--- config.mk ---
export PLATFORM = sky130hd
export DESIGN_NAME = cga_pixel_serializer
export DESIGN_NICKNAME = d
export VERILOG_FILES = /design/src/rtl/cga_pixel_serializer.sv
export SDC_FILE = /design/constraint.sdc
export NUM_CORES = 1
export LEC_CHECK = 0
export BUFFER_PORTS_ARGS = -buffer_cell sky130_fd_sc_hd__buf_2
export CAP_MARGIN = 20
export CORE_MARGIN = 5
export CORE_UTILIZATION = 60
export DETAILED_ROUTE_END_ITERATION = 8
export HOLD_SLACK_MARGIN = 0.15
export PLACE_DENSITY = 0.86
export SYNTH_ARGS = -nofsm -noshare
export SYNTH_HDL_FRONTEND = slang
export SYNTH_SLANG_ARGS = --single-unit
export TNS_END_PERCENT = 1
--- constraint.sdc ---
create_clock -name clk -period 5.5 [get_ports clk]
set_input_delay 0.825 -clock clk [delete_from_list [all_inputs] [get_ports clk]]
set_output_delay 0.825 -clock clk [all_outputs]
set_load 0.1 [all_outputs]
--- src/rtl/cga_pixel_serializer.sv ---
// rtl/cga_pixel_serializer.sv - CGA/Tandy word FIFO, bpp shifter, palette and border/underrun output stage
module cga_pixel_serializer #(
  parameter int DATA_W     = 16,
  parameter int FIFO_DEPTH = 4
) (
  input  logic              clk,
  input  logic              reset,
  input  logic              in_valid,
  output logic              in_ready,
  input  logic [DATA_W-1:0] in_data,
  input  logic [1:0]        bpp_sel,
  input  logic [1:0]        pix_rep,
  input  logic              display_enable,
  input  logic [3:0]        border_col,
  input  logic              pal_we,
  input  logic [3:0]        pal_addr,
  input  logic [3:0]        pal_data,
  input  logic              underrun_clr,
  output logic [3:0]        video,
  output logic              pix_strobe,
  output logic              underrun
);

  localparam int AW   = (FIFO_DEPTH > 1) ? $clog2(FIFO_DEPTH) : 1;
  localparam int CW   = AW + 1;
  localparam int PL_W = $clog2(DATA_W + 1);

  localparam logic [PL_W-1:0] NPIX_1 = PL_W'(DATA_W);
  localparam logic [PL_W-1:0] NPIX_2 = PL_W'(DATA_W / 2);
  localparam logic [PL_W-1:0] NPIX_4 = PL_W'(DATA_W / 4);

  // Reject word widths that do not split into whole 4bpp pixels, and odd FIFO depths
  if ((DATA_W % 4) != 0 || DATA_W < 8) begin : g_bad_data_w
    $error("DATA_W must be a multiple of 4 and at least 8");
  end
  if (FIFO_DEPTH < 2 || (FIFO_DEPTH & (FIFO_DEPTH - 1)) != 0) begin : g_bad_depth
    $error("FIFO_DEPTH must be a power of 2 and at least 2");
  end

  typedef enum logic [1:0] {
    S_IDLE  = 2'd0,
    S_LOAD  = 2'd1,
    S_SHIFT = 2'd2
  } state_t;

  // FIFO storage and bookkeeping
  logic [DATA_W-1:0] mem [FIFO_DEPTH];
  logic [AW-1:0]     wr_ptr;
  logic [AW-1:0]     rd_ptr;
  logic [CW-1:0]     count;
  logic [CW-1:0]     count_next;
  logic              push;
  logic              pop;
  logic              fifo_empty;

  // Shifter state
  state_t            state;
  state_t            state_next;
  logic [DATA_W-1:0] shreg;
  logic [DATA_W-1:0] shreg_shifted;
  logic [1:0]        bpp_q;
  logic [PL_W-1:0]   pix_left;
  logic [PL_W-1:0]   word_pixels;
  logic [1:0]        rep_q;
  logic [1:0]        rep_cnt;
  logic [3:0]        pix_idx;

  // Control decoded from shifter state
  logic active;
  logic last_rep;
  logic need_word;
  logic load;
  logic starve;
  logic advance;

  // Palette
  logic [3:0] pal [16];

  assign fifo_empty = (count == '0);
  assign push       = in_valid && in_ready;
  assign pop        = load;
  assign count_next = count + CW'(push) - CW'(pop);

  // Push data into the word FIFO; contents need no reset because count gates reads
  always_ff @(posedge clk) begin
    if (push) begin
      mem[wr_ptr] <= in_data;
    end
  end

  // FIFO pointers, occupancy and registered ready
  always_ff @(posedge clk or posedge reset) begin
    if (reset) begin
      wr_ptr   <= '0;
      rd_ptr   <= '0;
      count    <= '0;
      in_ready <= 1'b0;
    end else begin
      if (push) wr_ptr <= wr_ptr + AW'(1);
      if (pop)  rd_ptr <= rd_ptr + AW'(1);
      count    <= count_next;
      in_ready <= (count_next != CW'(FIFO_DEPTH));
    end
  end

  // Current pixel index and the shift register after dropping that pixel
  always_comb begin
    pix_idx       = shreg[DATA_W-1 -: 4];
    shreg_shifted = shreg << 4;
    case (bpp_q)
      2'b00: begin
        pix_idx       = {3'b000, shreg[DATA_W-1]};
        shreg_shifted = shreg << 1;
      end
      2'b01: begin
        pix_idx       = {2'b00, shreg[DATA_W-1 -: 2]};
        shreg_shifted = shreg << 2;
      end
      default: begin
        pix_idx       = shreg[DATA_W-1 -: 4];
        shreg_shifted = shreg << 4;
      end
    endcase
  end

  // Pixel count of a word at the bpp presented on the load edge
  always_comb begin
    case (bpp_sel)
      2'b00:   word_pixels = NPIX_1;
      2'b01:   word_pixels = NPIX_2;
      default: word_pixels = NPIX_4;
    endcase
  end

  // Shifter next state and load/advance/starve decisions
  always_comb begin
    active     = (state != S_IDLE);
    last_rep   = (rep_cnt == rep_q);
    need_word  = !active || (last_rep && pix_left == PL_W'(1));
    load       = display_enable && need_word && !fifo_empty;
    starve     = display_enable && need_word && fifo_empty;
    advance    = display_enable && active && last_rep && (pix_left != PL_W'(1));
    state_next = state;
    if (!display_enable) begin
      state_next = S_IDLE;
    end else if (load) begin
      state_next = S_LOAD;
    end else if (starve) begin
      state_next = S_IDLE;
    end else if (state == S_LOAD) begin
      state_next = S_SHIFT;
    end
  end

  // Shifter state register
  always_ff @(posedge clk or posedge reset) begin
    if (reset) begin
      state <= S_IDLE;
    end else begin
      state <= state_next;
    end
  end

  // Shift register, per-word bpp and per-pixel repeat counters
  always_ff @(posedge clk or posedge reset) begin
    if (reset) begin
      shreg    <= '0;
      bpp_q    <= 2'b00;
      pix_left <= '0;
      rep_q    <= 2'b00;
      rep_cnt  <= 2'b00;
    end else if (load) begin
      shreg    <= mem[rd_ptr];
      bpp_q    <= bpp_sel;
      pix_left <= word_pixels;
      rep_q    <= pix_rep;
      rep_cnt  <= 2'b00;
    end else if (advance) begin
      shreg    <= shreg_shifted;
      pix_left <= pix_left - PL_W'(1);
      rep_q    <= pix_rep;
      rep_cnt  <= 2'b00;
    end else if (display_enable && active && !starve) begin
      rep_cnt  <= rep_cnt + 2'd1;
    end else if (!display_enable || starve) begin
      pix_left <= '0;
      rep_cnt  <= 2'b00;
    end
  end

  // Palette RAM; reads on the same edge see the value before this write
  always_ff @(posedge clk or posedge reset) begin
    if (reset) begin
      for (int i = 0; i < 16; i++) begin
        pal[i] <= 4'(i);
      end
    end else if (pal_we) begin
      pal[pal_addr] <= pal_data;
    end
  end

  // Output stage: border outside the window, palette colour inside
  always_ff @(posedge clk or posedge reset) begin
    if (reset) begin
      video      <= 4'h0;
      pix_strobe <= 1'b0;
    end else if (!display_enable) begin
      video      <= border_col;
      pix_strobe <= 1'b0;
    end else if (active) begin
      video      <= pal[pix_idx];
      pix_strobe <= (rep_cnt == 2'b00);
    end else begin
      video      <= pal[0];
      pix_strobe <= 1'b0;
    end
  end

  // Sticky underrun flag; a set wins over a simultaneous clear
  always_ff @(posedge clk or posedge reset) begin
    if (reset) begin
      underrun <= 1'b0;
    end else if (starve) begin
      underrun <= 1'b1;
    end else if (underrun_clr) begin
      underrun <= 1'b0;
    end
  end

endmodule

==> results.ini <==
[grt]
grt_pass1_vias=5260
grtUsageTotal_pct=21.7
grt_remaining_overflow=0
grt_pass1_wl_mm=26.8
antenna_found_initial=0
grt_max_degree=76

[route]
avgRoutedWirePerCell_um=20.0
drc=0
drt_iter0_drc=492
detailroute.via_count=4962
post_drt_via_cell_ratio=6.16
firstDrtPassIters=5
ant_nets=0
wl_mm=16.1

[clock_network]
cts_htree_levels=4
cts_hold_buf=0
cts_made_buffers=17
cts_buffer_depth=2
cts_tree=yes
clk_pin_slew_ns=0.06
clockRootBuffer=clkbuf_16
post_cts_resized=0
clock_latency_ns=0.42
postCtsSetupBuffers=0
cts_sinks=171

[power]
peakVddDrop_uv=386
p_total_mw=4.82
p_leak_nw=3.47
p_per_area_nw_per_um2=549

[worst_setup_path]
cp_max_fo=23
start_kind=flop
crit_family=simple AND/OR/NAND/NOR gates
crit_chain=inv_1, ha_1, or4b_4, o32ai_2, and3_1, xnor2_1, ha_1, inv_1, fa_1, xnor2_1, xnor2_1, nand3b_1
path_class=flop to flop
cp_common_cell=xnor2_1
crit_slowest_cell=and3_1
cp_num_buf_inv=2
crit_path_end_kind=flop
cp_data_arrival_time_ns=3.99
required_ns=5.80
slowest_delay_ns=0.83

[place]
port_buffers=44
place.gp.congestion=0.970
hpwl_mm=10.7
preCtsSetupSlack_ns=1.89

[flow_run]
maxCapViolCount=0

[layout]
final_util_pct=69.1
antennaDiodeCount=0
fill_cells=877
fin_nets=667
syn2layout_area_growth_pct=11.7
mostFrequentLayoutCells=mux2_2, dfrtp_1, edfxtp_1, buf_2, nand2_1
drive_above_1_share_pct=33.5

[sta]
period_needed_ns=3.69
slew_headroom_pct=37.1
finalHoldViolCount=0
setup_slack_ns=1.81
rsz0062_at_grt=no
fin_crit_sh_pct=67.2
tightest_slew_ns=0.944
worst_clock_skew_ns=0.00824
setup_viol=0
setup-tns-final_ns=0
slew_violations=0
clock.fmax_mhz=271

[synth]
syn_inst=581
ys_types=57
post_synth.cell_area_avg_um2=13.5
ys.flop_type=dfrtp_1
synth_top_cell_by_area=edfxtp_1
yosysTopAreaCellShare_pct=24.4
synth_area_um2=7870
synthTopCellsByArea=edfxtp_1, dfrtp_1, mux2_2
synth-edff-count=64
seq_area_frac_synth_pct=59.0
syn_nets=628
yosysWarnings=0
synth-async-reset-ratio_pct=62.6
ys_ff_latch=171

[die]
core_um2=12700
dieHeight_um=125
io_pins=45
start_util_pct=61.8
fp.dieArea_um2=15500
row_count=41
die_x_um=125

[min_path]
hp-class=primary input to asynchronous set/reset pin

[outcome]
outcome=completed

[routing by layer]
metal / vias up / GRT usage (%) / part of all wire (%)
met4: 0 / 7.35 / 1.6
met1: 2532 / 26.6 / 42
met5: - / 0 / 0
li1: 2260 / - / -
met3: 20 / 5.15 / 4.2
met2: 150 / 37.8 / 52
[cell usage after synthesis, types with 7 or more instances]
| cell | instances |
|---|---|
| o21ai_0 | 20 |
| a211oi_1 | 12 |
| edfxtp_1 | 64 |
| nand2_1 | 38 |
| nor2_1 | 30 |
| mux4_2 | 16 |
| dfrtp_1 | 75 |
| or3_1 | 7 |
| ha_1 | 8 |
| inv_1 | 16 |
| dfstp_2 | 32 |
| a22oi_1 | 15 |
| nand3_1 | 15 |
| a21oi_1 | 18 |
| mux2_2 | 75 |
| clkbuf_1 | 13 |
| and3_1 | 12 |
| mux2i_1 | 28 |
| buf_2 | 10 |
[kinds of logic (layout without fill, tap and decap cells)]
| kind of cell | count (synthesis) | in the layout | share of synthesized area (%) |
|---|---|---|---|
| AND/OR/NAND/NOR | 130 | 130 | 8.17 |
| adder cells (fa/ha/maj) | 9 | 9 | 1.53 |
| multiplexers | 120 | 120 | 19.1 |
| XOR/XNOR | 9 | 9 | 1.00 |
| buffers and inverters | 44 | 96 | 2.54 |
| AO/OA/AOI/OAI | 98 | 98 | 8.72 |
| flip-flops | 171 | 171 | 59.0 |
[where the power goes]
| group | switching, mW | leakage (nW) | internal (mW) |
|---|---|---|---|
| clock network | 0.488 | 0.270 | 0.668 |
| registers | 0.300 | 1.85 | 1.72 |
| logic | 0.938 | 1.34 | 0.710 |
[worst register-to-register path: cells and delay by family, from the launching register on]
kind                     cells  cell delay, ns
buffers and inverters        2            0.14
AND/OR/NAND/NOR              3            1.42
XOR/XNOR                     3            0.59
AO/OA/AOI/OAI                1            0.29
flip-flops                   1            0.40
adder cells (fa/ha/maj)      3            0.73
[path summary, 6_finish.rpt]
| kind | end | depth (start not counted) | slack [ns] | from |
|---|---|---|---|---|
| max | in_ready | 12 | 1.81 | pix_left[1] |
| min | rep_cnt[1] | 2 | 0.41 | reset |
| max reg2reg | in_ready | 12 | 1.81 | pix_left[1] |
| min reg2reg | rep_cnt[0] | 1 | 0.48 | rep_cnt[0] |
| min in group clk | rep_cnt[0] | 1 | 0.48 | rep_cnt[0] |
| max in group asynchronous | pal[9] | 3 | 3.83 | reset |
[layout make-up]
class	instances	area [um2]	area share, %
Sequential cell	171	4640	52.8
Multi-Input combinational cell	366	3030	34.5
Clock inverter	14	144	1.64
Clock buffer	18	429	4.88
Timing Repair Buffer	48	270	3.08
Inverter	16	62.6	0.712
Tap cell	172	215	2.45
[state kept, by name (all words and copies together) (netlist names)]
register,count
underrun,1
bpp_q,2
shreg,16
wr_ptr,2
rep_cnt,2
rep_q,2
pix_strobe,1
in_ready,1
state,2
pix_left,5
rd_ptr,2
video,4
pal,64
mem,64
count,3
[through the flow]
step                std cells  hold slack [ns]  cell area, um2
global route              805            0.441            8790
floorplan                 581            0.457            7870
global placement          772            0.471            8190
finish                    805            0.407            8790
detailed placement        772            0.478            8190
CTS                       804            0.409            8760
No activity file was read; power rests on OpenSTA's default activity.
